<file path="config.mk">
export PLATFORM = sky130hd
export DESIGN_NAME = map_mcart_rstsel
export DESIGN_NICKNAME = d
export VERILOG_FILES = /design/src/rtl/map_mcart_rstsel_pkg.sv /design/src/rtl/mcart_rst_cnt.sv /design/src/rtl/map_mcart_rstsel.sv
export SDC_FILE = /design/constraint.sdc
export NUM_CORES = 1
export LEC_CHECK = 0
export BUFFER_PORTS_ARGS = -buffer_cell sky130_fd_sc_hd__buf_4
export CORE_ASPECT_RATIO = 1.4
export CORE_UTILIZATION = 40
export DETAILED_ROUTE_END_ITERATION = 6
export GPL_TIMING_DRIVEN = 1
export PLACE_DENSITY = 0.79
export SLEW_MARGIN = 15
export SYNTH_ARGS = -nofsm -noshare
export SYNTH_HDL_FRONTEND = slang
export SYNTH_HIERARCHICAL = 1
export SYNTH_SLANG_ARGS = --single-unit
</file>
<file path="constraint.sdc">
create_clock -name m2 -period 3.55 [get_ports m2]
set_clock_uncertainty 0.2 [all_clocks]
set_input_delay 0.5325 -clock m2 [delete_from_list [all_inputs] [get_ports m2]]
set_output_delay 0.5325 -clock m2 [all_outputs]
set_load 0.02 [all_outputs]
</file>
<file path="src/rtl/map_mcart_rstsel_pkg.sv">
// Shared definitions for the reset-selected multicart mapper:
// save-state register indices, mirroring encodings and lock states.
package map_mcart_rstsel_pkg;

    localparam logic [7:0] SS_REG0 = 8'd0;
    localparam logic [7:0] SS_REG1 = 8'd1;
    localparam logic [7:0] SS_RCNT = 8'd2;
    localparam logic [7:0] SS_IDX  = 8'd127;

    typedef enum logic [1:0] {
        MIR_3SC  = 2'd0,
        MIR_VERT = 2'd1,
        MIR_HORZ = 2'd2,
        MIR_HIGH = 2'd3
    } mir_e;

    typedef enum logic {
        UNLOCKED = 1'b0,
        LOCKED   = 1'b1
    } lock_e;

endpackage

</file>
<file path="src/rtl/mcart_rst_cnt.sv">
// Soft-reset counter: advances once per rising map_rst level (seen on negedge m2).
// Ports: m2/sys_rst clocking, map_rst, ss_act/ss_ld/ss_wdat load, cnt value, rdat readback.
module mcart_rst_cnt #(
    parameter int W  = 2,
    parameter bit EN = 1'b1
) (
    input  logic         m2,
    input  logic         sys_rst,
    input  logic         map_rst,
    input  logic         ss_act,
    input  logic         ss_ld,
    input  logic [W-1:0] ss_wdat,
    output logic [W-1:0] cnt,
    output logic [7:0]   rdat
);

    logic mr_d;

    // mr_d keeps tracking map_rst during save-state access so that
    // a reset level already held when ss_act drops is not re-counted.
    always_ff @(negedge m2 or posedge sys_rst) begin
        if (sys_rst) begin
            cnt  <= '0;
            mr_d <= 1'b0;
        end else begin
            mr_d <= map_rst;
            if (ss_act) begin
                if (ss_ld) begin
                    cnt <= ss_wdat;
                end
            end else if (EN && map_rst && !mr_d) begin
                cnt <= cnt + 1'b1;
            end
        end
    end

    assign rdat = 8'(cnt);

endmodule

</file>
<file path="src/rtl/map_mcart_rstsel.sv">
// Reset-selected multicart mapper: inner PRG bank, 16K/32K mode, mirroring,
// outer bank stepped by soft reset, lockable outer register, save-state port.
// Ports: m2, sys_rst, map_rst, CPU/PPU bus fields, ss_* save-state access,
// prg_addr/chr_addr/ciram_* /rom_ce/ram_ce outputs, prg_dat ROM data.
// Optional: define MCART_BUS_CONFLICT_EN to AND register writes with prg_dat.
module map_mcart_rstsel
    import map_mcart_rstsel_pkg::*;
#(
    parameter int         PRG_W   = 20,
    parameter int         OUTER_W = 2,
    parameter int         RST_SEL = 1,
    parameter logic [7:0] MAP_IDX = 8'd233
) (
    input  logic             m2,
    input  logic             sys_rst,
    input  logic             map_rst,
    input  logic [15:0]      cpu_addr,
    input  logic [7:0]       cpu_dat,
    input  logic             cpu_rw,
    input  logic [13:0]      ppu_addr,
    input  logic             ss_act,
    input  logic             ss_we,
    input  logic [7:0]       ss_addr,
    output logic [7:0]       ss_rdat,
    output logic [PRG_W-1:0] prg_addr,
    output logic [12:0]      chr_addr,
    output logic             ciram_a10,
    output logic             ciram_ce,
    output logic             rom_ce,
    output logic             ram_ce,
    input  logic [7:0]       prg_dat
);

    localparam int IW_RAW = PRG_W - 14 - OUTER_W;
    localparam int IW     = (IW_RAW < 1) ? 1 : IW_RAW;

    logic [7:0]         reg0_q, reg0_d;
    logic [OUTER_W-1:0] outer_q, outer_d;
    lock_e              lock_q, lock_d;
    logic [OUTER_W-1:0] rst_cnt;
    logic [7:0]         cnt_rdat;
    logic [7:0]         wdat;
    logic               cpu_wr;
    logic               ss_wr;

`ifdef MCART_BUS_CONFLICT_EN
    assign wdat = cpu_dat & prg_dat;
`else
    logic unused_prg;
    assign wdat       = cpu_dat;
    assign unused_prg = ^prg_dat;
`endif

    assign cpu_wr = !cpu_rw && cpu_addr[15];
    assign ss_wr  = ss_act && ss_we;

    always_ff @(negedge m2 or posedge sys_rst) begin
        if (sys_rst) begin
            reg0_q  <= '0;
            outer_q <= '0;
            lock_q  <= UNLOCKED;
        end else begin
            reg0_q  <= reg0_d;
            outer_q <= outer_d;
            lock_q  <= lock_d;
        end
    end

    // Priority: save-state access, then soft reset, then CPU write.
    always_comb begin
        reg0_d  = reg0_q;
        outer_d = outer_q;
        lock_d  = lock_q;
        if (ss_act) begin
            if (ss_we && ss_addr == SS_REG0) begin
                reg0_d = cpu_dat;
            end
            if (ss_we && ss_addr == SS_REG1) begin
                outer_d = cpu_dat[OUTER_W-1:0];
                lock_d  = cpu_dat[7] ? LOCKED : UNLOCKED;
            end
        end else if (map_rst) begin
            reg0_d  = '0;
            outer_d = '0;
            lock_d  = UNLOCKED;
        end else if (cpu_wr) begin
            if (!cpu_addr[0]) begin
                reg0_d = wdat;
            end else begin
                unique case (lock_q)
                    UNLOCKED: begin
                        outer_d = wdat[OUTER_W-1:0];
                        lock_d  = wdat[7] ? LOCKED : UNLOCKED;
                    end
                    LOCKED: begin
                        outer_d = outer_q;
                    end
                endcase
            end
        end
    end

    mcart_rst_cnt #(
        .W  (OUTER_W),
        .EN (RST_SEL != 0)
    ) u_rst_cnt (
        .m2      (m2),
        .sys_rst (sys_rst),
        .map_rst (map_rst),
        .ss_act  (ss_act),
        .ss_ld   (ss_wr && ss_addr == SS_RCNT),
        .ss_wdat (cpu_dat[OUTER_W-1:0]),
        .cnt     (rst_cnt),
        .rdat    (cnt_rdat)
    );

    logic [OUTER_W-1:0] outer;

    generate
        if (RST_SEL != 0) begin : g_rst_sel
            assign outer = rst_cnt ^ outer_q;
        end else begin : g_reg_only
            assign outer = outer_q;
        end
    endgenerate

    logic [IW+4:0]             inner_x;
    logic [IW-1:0]             bank;
    logic [OUTER_W+IW+13:0]    prg_full;

    assign inner_x = {{IW{1'b0}}, reg0_q[4:0]};

    // 16K mode uses the full inner bank; 32K mode lets A14 pick the half.
    always_comb begin
        bank = inner_x[IW-1:0];
        if (!reg0_q[5]) begin
            bank[0] = cpu_addr[14];
        end
    end

    assign prg_full = {outer, bank, cpu_addr[13:0]};
    assign prg_addr = prg_full[PRG_W-1:0];

    mir_e mir;
    assign mir = mir_e'(reg0_q[7:6]);

    always_comb begin
        ciram_a10 = 1'b0;
        unique case (mir)
            MIR_3SC:  ciram_a10 = &ppu_addr[11:10];
            MIR_VERT: ciram_a10 = ppu_addr[10];
            MIR_HORZ: ciram_a10 = ppu_addr[11];
            MIR_HIGH: ciram_a10 = 1'b1;
        endcase
    end

    assign chr_addr = ppu_addr[12:0];
    assign ciram_ce = !ppu_addr[13];
    assign rom_ce   = cpu_addr[15];
    assign ram_ce   = (cpu_addr[15:13] == 3'b011);

    always_comb begin
        ss_rdat = 8'hFF;
        case (ss_addr)
            SS_REG0: ss_rdat = reg0_q;
            SS_REG1: ss_rdat = {lock_q == LOCKED, 7'(outer_q)};
            SS_RCNT: ss_rdat = cnt_rdat;
            SS_IDX:  ss_rdat = MAP_IDX;
            default: ss_rdat = 8'hFF;
        endcase
    end

endmodule
</file>
# Word-level counts from Yosys, hierarchy flattened
# Cells that the tools add are included.
[totals]
register_bits = 14
in_bits = 60
output_inout_bits = 45
word_cells = 62
[classes]
add_sub_neg = 1
n_eq_ne = 12
mux = 24
bitwise_logic = 1
n_reduce_logical = 19
[op_table]
columns = ["operator", "n"]
rows = [
  ["8-bit 2-to-1 mux", 5],
  ["8-bit case mux with 4 select lines", 1],
  ["2-bit 2-to-1 mux", 9],
  ["8-bit by 1-bit equality test with 1-bit output (second input constant)", 1],
  ["8-bit by 2-bit equality test with 1-bit output (second input constant)", 1],
  ["8-bit by 7-bit equality test with 1-bit output (second input constant)", 1],
  ["8-bit zero test", 1],
  ["1-bit 2-to-1 mux", 8],
  ["1-bit logical AND", 6],
  ["2-bit by 1-bit != test with 1-bit output (second input constant)", 3],
  ["3-bit AND reduction", 2],
  ["3-bit nonzero test", 2],
  ["2-bit equality test (second input constant)", 2],
  ["1-bit case mux with 4 select lines", 1],
  ["2-bit AND reduction", 2],
  ["4-bit AND reduction", 1],
  ["3-bit by 2-bit equality test with 1-bit output (second input constant)", 1],
  ["1-bit zero test", 3],
  ["3-bit by 2-bit != test with 1-bit output (second input constant)", 1],
  ["3-bit != test (second input constant)", 1],
  ["2-bit by 1-bit adder with 2-bit output (second input constant)", 1],
  ["2-bit by 1-bit equality test with 1-bit output (second input constant)", 1],
  ["2-bit zero test", 1],
  ["2-bit nonzero test", 1],
  ["2-bit bitwise XOR", 1],
]

# Depth between registers and ports, before layout
# Gate-level depths: netlist (run 1).
[depth]
ltp_word = 6
ltp_mapped = 7
ltp_nobuf = 6

# By module
# Netlist (run 1), hierarchy kept.
[by_module_without_submodules]
columns = ["module", "n_inst", "cells_per_inst", "area_each_um2", "seq_area_each_um2"]
rows = [
  ["map_mcart_rstsel", 1, 142, 1113.6, 275.3],
  ["mcart_rst_cnt", 1, 25, 215.2, 75.1],
]

==> impl_metrics.tcl, run 1 <==
set metrics [dict create \
    synth-seq-cells 14 \
    via_count 1274 \
    setup_tns_ns -4.20 \
    cts_sinks 14 \
    synth_cell_type_count 38 \
    synth_top_family_by_area "buffers and inverters" \
    dp_hpwl_mm 2.40 \
    clkLatencyLatePin_ns 0.26 \
    drc 0 \
    r2r-start "u_rst_cnt/cnt[0]$_DFFE_NP0P_" \
    slew_violations 0 \
    cts_buffers 3 \
    coreArea_um2 3150 \
    rows 24 \
    final-seq-area_um2 350 \
    cts_tree "yes" \
    io_pins 105 \
    yosysSeqAreaShare_pct 26.4 \
    place.gp.congestion 0.809 \
    clk_path_buf_depth 2 \
    grt.overflow.total 0 \
    start_kind "input pin" \
    nFillCells 291 \
    drt_iter0_drc 16 \
    ff2ff_setup_slack_ns 2.09 \
    yosys.area_share.xor_xnor_pct 1.32 \
    postSynthAreaPerCell_um2 7.96 \
    critPathCapture "u_rst_cnt/cnt[1]$_DFFE_NP0P_" \
    p_leak_nw 0.893 \
    layout.nets 270 \
    r2r_cells 5 \
    h-tree-depth 1 \
    routed_wl_mm 3.24 \
    fin_ws_ns -0.280 \
    cellPowerDensity_nw_per_um2 316 \
    multi_input_area_um2 686 \
    grt_use_total_pct 18.7 \
    die_area_um2 3560 \
    port_buffers 50 \
    synthAdderAreaFrac_pct 0 \
    violations "negative setup slack" \
    via_per_inst 5.16 \
    critPathMaxFanout 4 \
    yosysWarnings 6 \
    area_growth_pct 35.6 \
    yosys.area_share.simple_pct 17.3 \
    cts-root-buf "clkbuf_8" \
    ir_worst_vdd_uv 196 \
    wl_per_cell_um 13.1 \
    first_pass_iters 4 \
    crit_arrival_ns 1.96 \
    drv_cap 0 \
    grt_pass1_vias 1198 \
    setup_viol 24 \
    timing.critical_path.to_type "register" \
    synth_cells 167 \
    grt_pass1_wl_mm 5.04 \
    holdCritPathClass "reg2reg" \
    dp_cells 234 \
    die_w_um 50.7 \
    synth_top_cell_by_area "dfrtn_1" \
    critPathRequiredTime_ns 1.68 \
    floorplan.initialDensity_pct 42.1 \
    grt_start_max_net_pins 17 \
    synthesis.area_um2 1330 \
    pre_cts_ws_ns -0.539 \
    critPathKind "in2reg" \
    antenna_found_initial 0 \
    final_cells 247 \
    rsz0062_at_grt "yes" \
    relSlewSlack_pct 61.3 \
    synthTopCellsByArea "dfrtn_1, buf_4, mux2i_1, o21ai_0, inv_1" \
    n_antenna_cell 0 \
    synth_top_area_share_pct 26.4 \
    r2r_end "u_rst_cnt/cnt[1]$_DFFE_NP0P_" \
    synth_compound_area_share_pct 19.0 \
    postRouteAntennaNets 0 \
    die_y_um 70.2 \
    hold_path_depth 2 \
    drive_above_1_share_pct 47.6 \
    final_hold_viol_count 0 \
    path_clk_slew_ns 0.04 \
    tightest_slew_ns 0.574 \
    crit_start "ss_addr[6]" \
    status "complete, but fails checks" \
    yosys-mux-area-fraction_pct 6.87 \
]
## critical path: stages
cell and delay [ns]:
buf_6 0.09, or4_4 0.56, or2_4 0.26, nor3_4 0.14, nand2_1 0.11, o221a_1 0.25
## power by group
part / internal (W) / switching, W / leakage [nW] / total (W)
Combinational: 0.000120 / 0.000114 / 0.705 / 0.000234
Clock: 0.0000751 / 0.0000557 / 0.0216 / 0.000131
Sequential: 0.000185 / 0.0000186 / 0.167 / 0.000204
## registers in the layout, indices dropped and copies added (netlist names)
signal	flops
outer_q	2
u_rst_cnt/mr_d	1
reg0_q	8
u_rst_cnt/cnt	2
lock_q	1
## metal layers
metal  global-route usage (%)  vias up  wire length (um)
met2                     32.7       51              1730
met3                     2.40       14               160
met1                     19.7      597              1250
met4                     13.9        0               100
li1                         -      612                 -
met5                        0        -                 0
## Yosys cell counts, drive strengths merged
master and number:
a21boi 1, a21oi 3, a31oi 2, a32o 1
and2 1, and3 1, buf 40, clkbuf 4
conb 1, dfrtn 14, inv 17, mux2 1
mux2i 8, nand2 17, nand2b 3, nand3 3
nand3b 1, nand4 2, nand4b 1, nor2 6
nor2b 1, nor3 1, nor4 4, o211ai 1
o21a 2, o21ai 16, o221a 1, o22a 1
o22ai 3, o311ai 3, o31a 1, o41ai 1
or2 2, or4 1, xor2 2
## worst min-delay path by stage
stage,start,end,slack [ns]
floorplan,reg0_q[4]$_DFFE_NP0P_,reg0_q[4]$_DFFE_NP0P_,0.25
finish,reg0_q[2]$_DFFE_NP0P_,reg0_q[2]$_DFFE_NP0P_,0.32
global placement,reg0_q[4]$_DFFE_NP0P_,reg0_q[4]$_DFFE_NP0P_,0.26
CTS,outer_q[0]$_DFFE_NP0P_,outer_q[0]$_DFFE_NP0P_,0.32
global route,outer_q[0]$_DFFE_NP0P_,outer_q[0]$_DFFE_NP0P_,0.34
detailed placement,reg0_q[4]$_DFFE_NP0P_,reg0_q[4]$_DFFE_NP0P_,0.30
## placed cells by master, fill, tap and decap left out, types with 2 or more instances in the layout
master    netlist  layout
o21a_1          2       2
nor4_1          3       3
mux2i_1         8       8
buf_4          39      68
dfrtn_1        14      14
o22ai_1         3       3
clkbuf_8        0       3
nand4_1         2       2
o311ai_2        0       2
buf_6           1       9
inv_2           0       5
nand3_1         3       3
o21ai_0        15      10
a21oi_1         3       2
inv_1          17      12
nand2b_1        3       3
nor2_1          6       6
conb_1          1       6
nand2_1        17      17
o21ai_1         0       4
xor2_1          2       2
## logic make-up (layout without fill, tap and decap cells)
kind of cell | count (synthesis) | after routing
XOR/XNOR | 2 | 2
AND/OR/NAND/NOR | 44 | 44
buffers and inverters | 61 | 97
AO/OA/AOI/OAI | 36 | 36
other | 1 | 6
flip-flops | 14 | 14
multiplexers | 9 | 9
## per-stage QoR
| stage | area [um^2] | hold WS, ns | util [%] | total power [W] |
|---|---|---|---|---|
| floorplan | 1360 | 0.251 | - | 0.000360 |
| CTS | 1740 | 0.321 | 55.1 | 0.000553 |
| finish | 1800 | 0.319 | 57.1 | 0.000569 |
| global placement | 1590 | 0.259 | 50.5 | 0.000394 |
| detailed placement | 1590 | 0.304 | 50.5 | 0.000399 |
| global route | 1800 | 0.343 | 57.1 | 0.000594 |
## final cells by class
cell class | instances | share of cell area (%)
inverters | 17 | 3.54
clock buffers | 3 | 2.29
multi-input cells | 97 | 38.1
flip-flops and latches | 14 | 19.4
repair buffers | 77 | 34.0
well taps | 39 | 2.71
## timing repair
item / CTS / global route
buffers inserted: 6 / 5
hold buffers: 0 / 0
pin swaps: 9 / 5
gates resized for setup: 20 / 8
endpoints found under the setup margin: 24 / 25
No activity file was read; power rests on OpenSTA's default activity.
==> inputs of run 2 (changes only) <==
Settings changed: CORE_UTILIZATION 40 to 43, PLACE_DENSITY 0.79 to 0.85.
==> run 2 against run 1 <==
  * The flow still finishes with violations (negative setup slack)
  * Core utilization is 7.0 points higher
  * Setup slack better by 0.0019 ns
  * Power is 7.4% higher
  * Global-route usage is 0.47 points higher
  * Via count is 0.63% higher
  * Register-to-register slack better by 0.19 ns
  * First-iteration DRC count is 25% higher
  * Cell count is 0.40% higher
  * Critical path type unchanged
  * Critical endpoint is now reg0_q[0]$_DFFE_NP0P_
  * Largest cell class unchanged
  * Largest power group unchanged
  * Highest routed layer unchanged
==> impl_metrics.tcl, run 2 (synthesis gave the netlist of run 1 again) <==
set metrics [dict create \
    cts-root-buf "clkbuf_8" \
    crit_family "simple AND/OR/NAND/NOR gates" \
    n_antenna_cell 0 \
    final_cell_mix "buf_4, nand2_1, dfrtn_1" \
    reg_top3 "reg0_q (8), outer_q (2), u_rst_cnt/cnt (2)" \
    p_leak_nw 0.923 \
    clkLatencyLatePin_ns 0.26 \
    first_pass_iters 4 \
    wl_per_cell_um 13.8 \
    h-tree-depth 1 \
    crit_start "ss_addr[5]" \
    drc 0 \
    holdCritPathClass "reg2reg" \
    finalPower_w 0.000611 \
    grt_use_total_pct 19.2 \
    die_y_um 67.8 \
    grt_start_max_net_pins 17 \
    tightest_slew_ns 0.502 \
    cellPowerDensity_nw_per_um2 328 \
    finalInstanceArea_um2 1860 \
    final_hold_viol_count 0 \
    slew_violations 0 \
    relSlewSlack_pct 66.4 \
    drv_cap 0 \
    wl_met3_um 143 \
    grt.overflow.total 0 \
    crit_arrival_ns 1.95 \
    pre_cts_ws_ns -0.568 \
    via_count 1282 \
    critPathKind "in2reg" \
    hold_start "outer_q[0]$_DFFE_NP0P_" \
    cts_tree "yes" \
    routed_wl_mm 3.43 \
    layout.nets 272 \
    grt_pass1_wl_mm 4.80 \
    cts_hold_buf 0 \
    largest-register "reg0_q" \
    die_area_um2 3320 \
    status "complete, but fails checks" \
    place.gp.congestion 0.806 \
    hold_path_depth 1 \
    largest_register_ff_count 8 \
    fin_ws_ns -0.278 \
    critPathCapture "reg0_q[0]$_DFFE_NP0P_" \
    final_common_cell "buf_4" \
    setup_viol 25 \
    dp_hpwl_mm 2.39 \
    cp.depth 6 \
    wl_met2_mm 1.81 \
    floorplan.initialDensity_pct 45.7 \
    rows 23 \
    violations "negative setup slack" \
    m1WireLength_mm 1.35 \
    cts_buffers 3 \
    grt_pass1_vias 1194 \
    r2r_cells 4 \
    ir_worst_vdd_uv 204 \
    timing.critical_path.to_type "register" \
    die_w_um 49.0 \
    hold_ws_ns 0.308 \
    cpPeakStageDelay_ns 0.57 \
    port_buffers 50 \
    via_per_inst 5.17 \
    clk_path_buf_depth 2 \
    nFillCells 220 \
    io_pins 105 \
    area_growth_pct 40.3 \
    postRouteAntennaNets 0 \
    cts_sinks 14 \
    rsz0062_at_grt "yes" \
    coreArea_um2 2910 \
    antenna_found_initial 0 \
    dr.max_layer_used "met4" \
    critPathMaxFanout 8 \
    critPathRequiredTime_ns 1.67 \
    r2r-start "outer_q[1]$_DFFE_NP0P_" \
    start_kind "input pin" \
    r2r_end "outer_q[1]$_DFFE_NP0P_" \
    path_clk_slew_ns 0.04 \
    placement.cell_area_um2 1570 \
    drive_above_1_share_pct 52.6 \
    path_buf_inv 2 \
    path_cells "buf_6 -> or4_4 -> buf_12 -> nor4_4 -> o21ai_4 -> mux2i_1" \
    ff2ff_setup_slack_ns 2.28 \
    drt_iter0_drc 20 \
    crit_slowest_cell "or4_4" \
]
-- run 2: worst min-delay path by stage --
stage	to	slack, ns
floorplan	reg0_q[4]$_DFFE_NP0P_	0.25
global placement	reg0_q[4]$_DFFE_NP0P_	0.26
detailed placement	reg0_q[4]$_DFFE_NP0P_	0.28
CTS	outer_q[0]$_DFFE_NP0P_	0.29
global route	outer_q[0]$_DFFE_NP0P_	0.33
finish	outer_q[0]$_DFFE_NP0P_	0.31
-- run 2: power by group --
| part | switching [W] | internal [W] | leakage [nW] |
|---|---|---|---|
| logic | 0.000120 | 0.000131 | 0.728 |
| clock network | 0.0000578 | 0.0000983 | 0.0288 |
| registers | 0.0000193 | 0.000185 | 0.167 |
-- run 2: area by class of cell --
| cell class | count | area, um^2 | share of cell area (%) |
|---|---|---|---|
| Sequential cell | 14 | 350 | 18.8 |
| Tap cell | 37 | 46.3 | 2.48 |
| Timing Repair Buffer | 79 | 651 | 34.9 |
| Inverter | 17 | 63.8 | 3.42 |
| Clock buffer | 4 | 55.1 | 2.95 |
| Multi-Input combinational cell | 97 | 698 | 37.4 |
-- run 2: stage by stage --
| stage | util [%] | cells | setup TNS, ns |
|---|---|---|---|
| global placement | 54.2 | 230 | -5.89 |
| CTS | 60.9 | 244 | -3.41 |
| detailed placement | 54.2 | 230 | -6.26 |
| global route | 64.1 | 248 | -5.38 |
| floorplan | - | 172 | -4.85 |
| finish | 64.1 | 248 | -4.26 |
-- run 2: metal layers --
layer  vias up  GRT usage, %
met3        18          2.93
met2        44          36.8
met5         -             0
met1       608          18.0
li1        612             -
met4         0          15.8
-- run 2: timing repair --
item / 4_1_cts / 5_1_grt
buffers inserted: 10 / 4
gates resized for setup: 25 / 15
endpoints found under the setup margin: 24 / 25
pin swaps: 10 / 9
==> inputs of run 3 (changes only) <==
Settings changed: REMOVE_ABC_BUFFERS set to 1.
==> run 3 against run 2 <==
  * Clock-buffer cell count shrank 1
  * Combinational power is 14% higher
  * Sequential share of layout area fell by 0.77 points
  * Clock power fell by 13%
  * Sequential power about the same
  * Critical path type unchanged
  * Via count is 8.1% higher
  * Setup slack worse by 0.055 ns
  * The run still ends with negative setup slack left
==> impl_metrics.tcl, run 3 (synthesis gave the netlist of run 1 again) <==
set metrics [dict create \
    status "complete, but fails checks" \
    violations "negative setup slack" \
    coreArea_um2 2910 \
    h-tree-depth 1 \
    final_hold_viol_count 0 \
    relSlewSlack_pct 53.6 \
    routed_wl_mm 4.61 \
    postRouteAntennaNets 0 \
    via_per_inst 5.41 \
    crit_slowest_cell "or4_4" \
    grt_start_max_net_pins 16 \
    n_antenna_cell 0 \
    crit_family "simple AND/OR/NAND/NOR gates" \
    layout.nets 281 \
    setup_viol 25 \
    first_pass_iters 4 \
    die_y_um 67.8 \
    hold_ws_ns 0.346 \
    largest-register "reg0_q" \
    grt.overflow.total 0 \
    reg_top3 "reg0_q (8), outer_q (2), u_rst_cnt/cnt (2)" \
    wl_per_cell_um 18.0 \
    cts-root-buf "clkbuf_8" \
    p_leak_nw 0.960 \
    critPathMaxFanout 4 \
    floorplan.initialDensity_pct 45.7 \
    holdCritPathClass "reg2reg" \
    timing.critical_path.to_type "register" \
    via_count 1386 \
    largest_register_ff_count 8 \
    area_growth_pct 46.3 \
    io_pins 105 \
    grt_pass1_wl_mm 6.50 \
    cts_buffers 3 \
    rows 23 \
    final_common_cell "buf_4" \
    die_area_um2 3320 \
    crit_arrival_ns 2.02 \
    port_buffers 50 \
    slew_violations 0 \
    final_cell_mix "buf_4, nand2_1, buf_6" \
    clkLatencyLatePin_ns 0.26 \
    post-route-util_pct 66.9 \
    ir_worst_vdd_uv 257 \
    grt_pass1_vias 1377 \
    place.gp.congestion 0.813 \
    ff2ff_setup_slack_ns 2.13 \
    path_buf_inv 2 \
    die_w_um 49.0 \
    drv_cap 0 \
    cp_common_cell "buf_6" \
    rsz0062_at_grt "yes" \
    drc 0 \
    grt_use_total_pct 26.4 \
    path_cells "buf_6 -> or4_4 -> buf_6 -> o41ai_4 -> nand3_1 -> a32o_1" \
    cts_tree "yes" \
    cellPowerDensity_nw_per_um2 323 \
    finalPower_w 0.000628 \
    path_clk_slew_ns 0.05 \
    antenna_found_initial 0 \
    dp_hpwl_mm 2.96 \
    pre_cts_ws_ns -0.622 \
    cts_sinks 14 \
    clk_path_buf_depth 2 \
    critPathKind "in2reg" \
    fin_ws_ns -0.333 \
    drt_iter0_drc 52 \
    start_kind "input pin" \
    cpPeakStageDelay_ns 0.54 \
    drive_above_1_share_pct 54.3 \
    critPathRequiredTime_ns 1.68 \
    tightest_slew_ns 0.694 \
]
==> run 3: cell count changes in the layout (fill, tap and decap cells not counted), moves of 2 or more <==
cell / change
buf_4: +5
buf_6: +5
xor2_2: +2
xor2_1: -2
==> run 3: area by class of cell <==
cell class	instances	area, um^2
flip-flops and latches	14	350
inverters	17	66.3
clock buffers	3	41.3
fillers	207	962
repair buffers	88	724
multi-input cells	97	716
well taps	37	46.3
==> run 3: what timing repair did <==
item                       4_1_cts  5_1_grt
pin swaps                       17        9
setup buffers                   15        6
setup endpoints to repair       24       25
cloned                           0        0
hold buffers                     0        0
gates resized for setup         32       19
==> run 3: worst paths after layout <==
check,from,endpoint,cells after the start
max,ss_addr[6],outer_q[0]$_DFFE_NP0P_,6
max reg2reg,u_rst_cnt/cnt[0]$_DFFE_NP0P_,u_rst_cnt/cnt[0]$_DFFE_NP0P_,4
min reg2reg,reg0_q[0]$_DFFE_NP0P_,reg0_q[0]$_DFFE_NP0P_,2
max in group asynchronous,sys_rst,outer_q[0]$_DFFE_NP0P_,2
min,reg0_q[0]$_DFFE_NP0P_,reg0_q[0]$_DFFE_NP0P_,2
min in group asynchronous,sys_rst,u_rst_cnt/mr_d$_DFF_NP0_,2
==> run 3: worst min-delay path, delay by kind of cell, from the launching register on <==
kind                   cells  cell delay (ns)
flip-flops                 1             0.43
multiplexers               1             0.13
buffers and inverters      1             0.06
==> run 3: report_power, final <==
| part | switching (W) | internal (W) | leakage, nW |
|---|---|---|---|
| registers | 0.0000222 | 0.000185 | 0.167 |
| logic | 0.000136 | 0.000150 | 0.772 |
| clock network | 0.0000604 | 0.0000752 | 0.0216 |
==> run 3: per-layer routing <==
metal,wire [um],global-route usage [%]
met2,2240,44.6
met1,1770,29.1
met4,131,10.3
met5,0,1.67
met3,464,11.5
==> run 3: metrics by stage <==
| stage | cells | TNS [ns] | instance area [um^2] |
|---|---|---|---|
| detailed placement | 232 | -7.75 | 1580 |
| global route | 256 | -6.07 | 1940 |
| global placement | 232 | -7.27 | 1580 |
| finish | 256 | -4.82 | 1940 |
| floorplan | 128 | -5.20 | 1030 |
| CTS | 250 | -4.33 | 1830 |
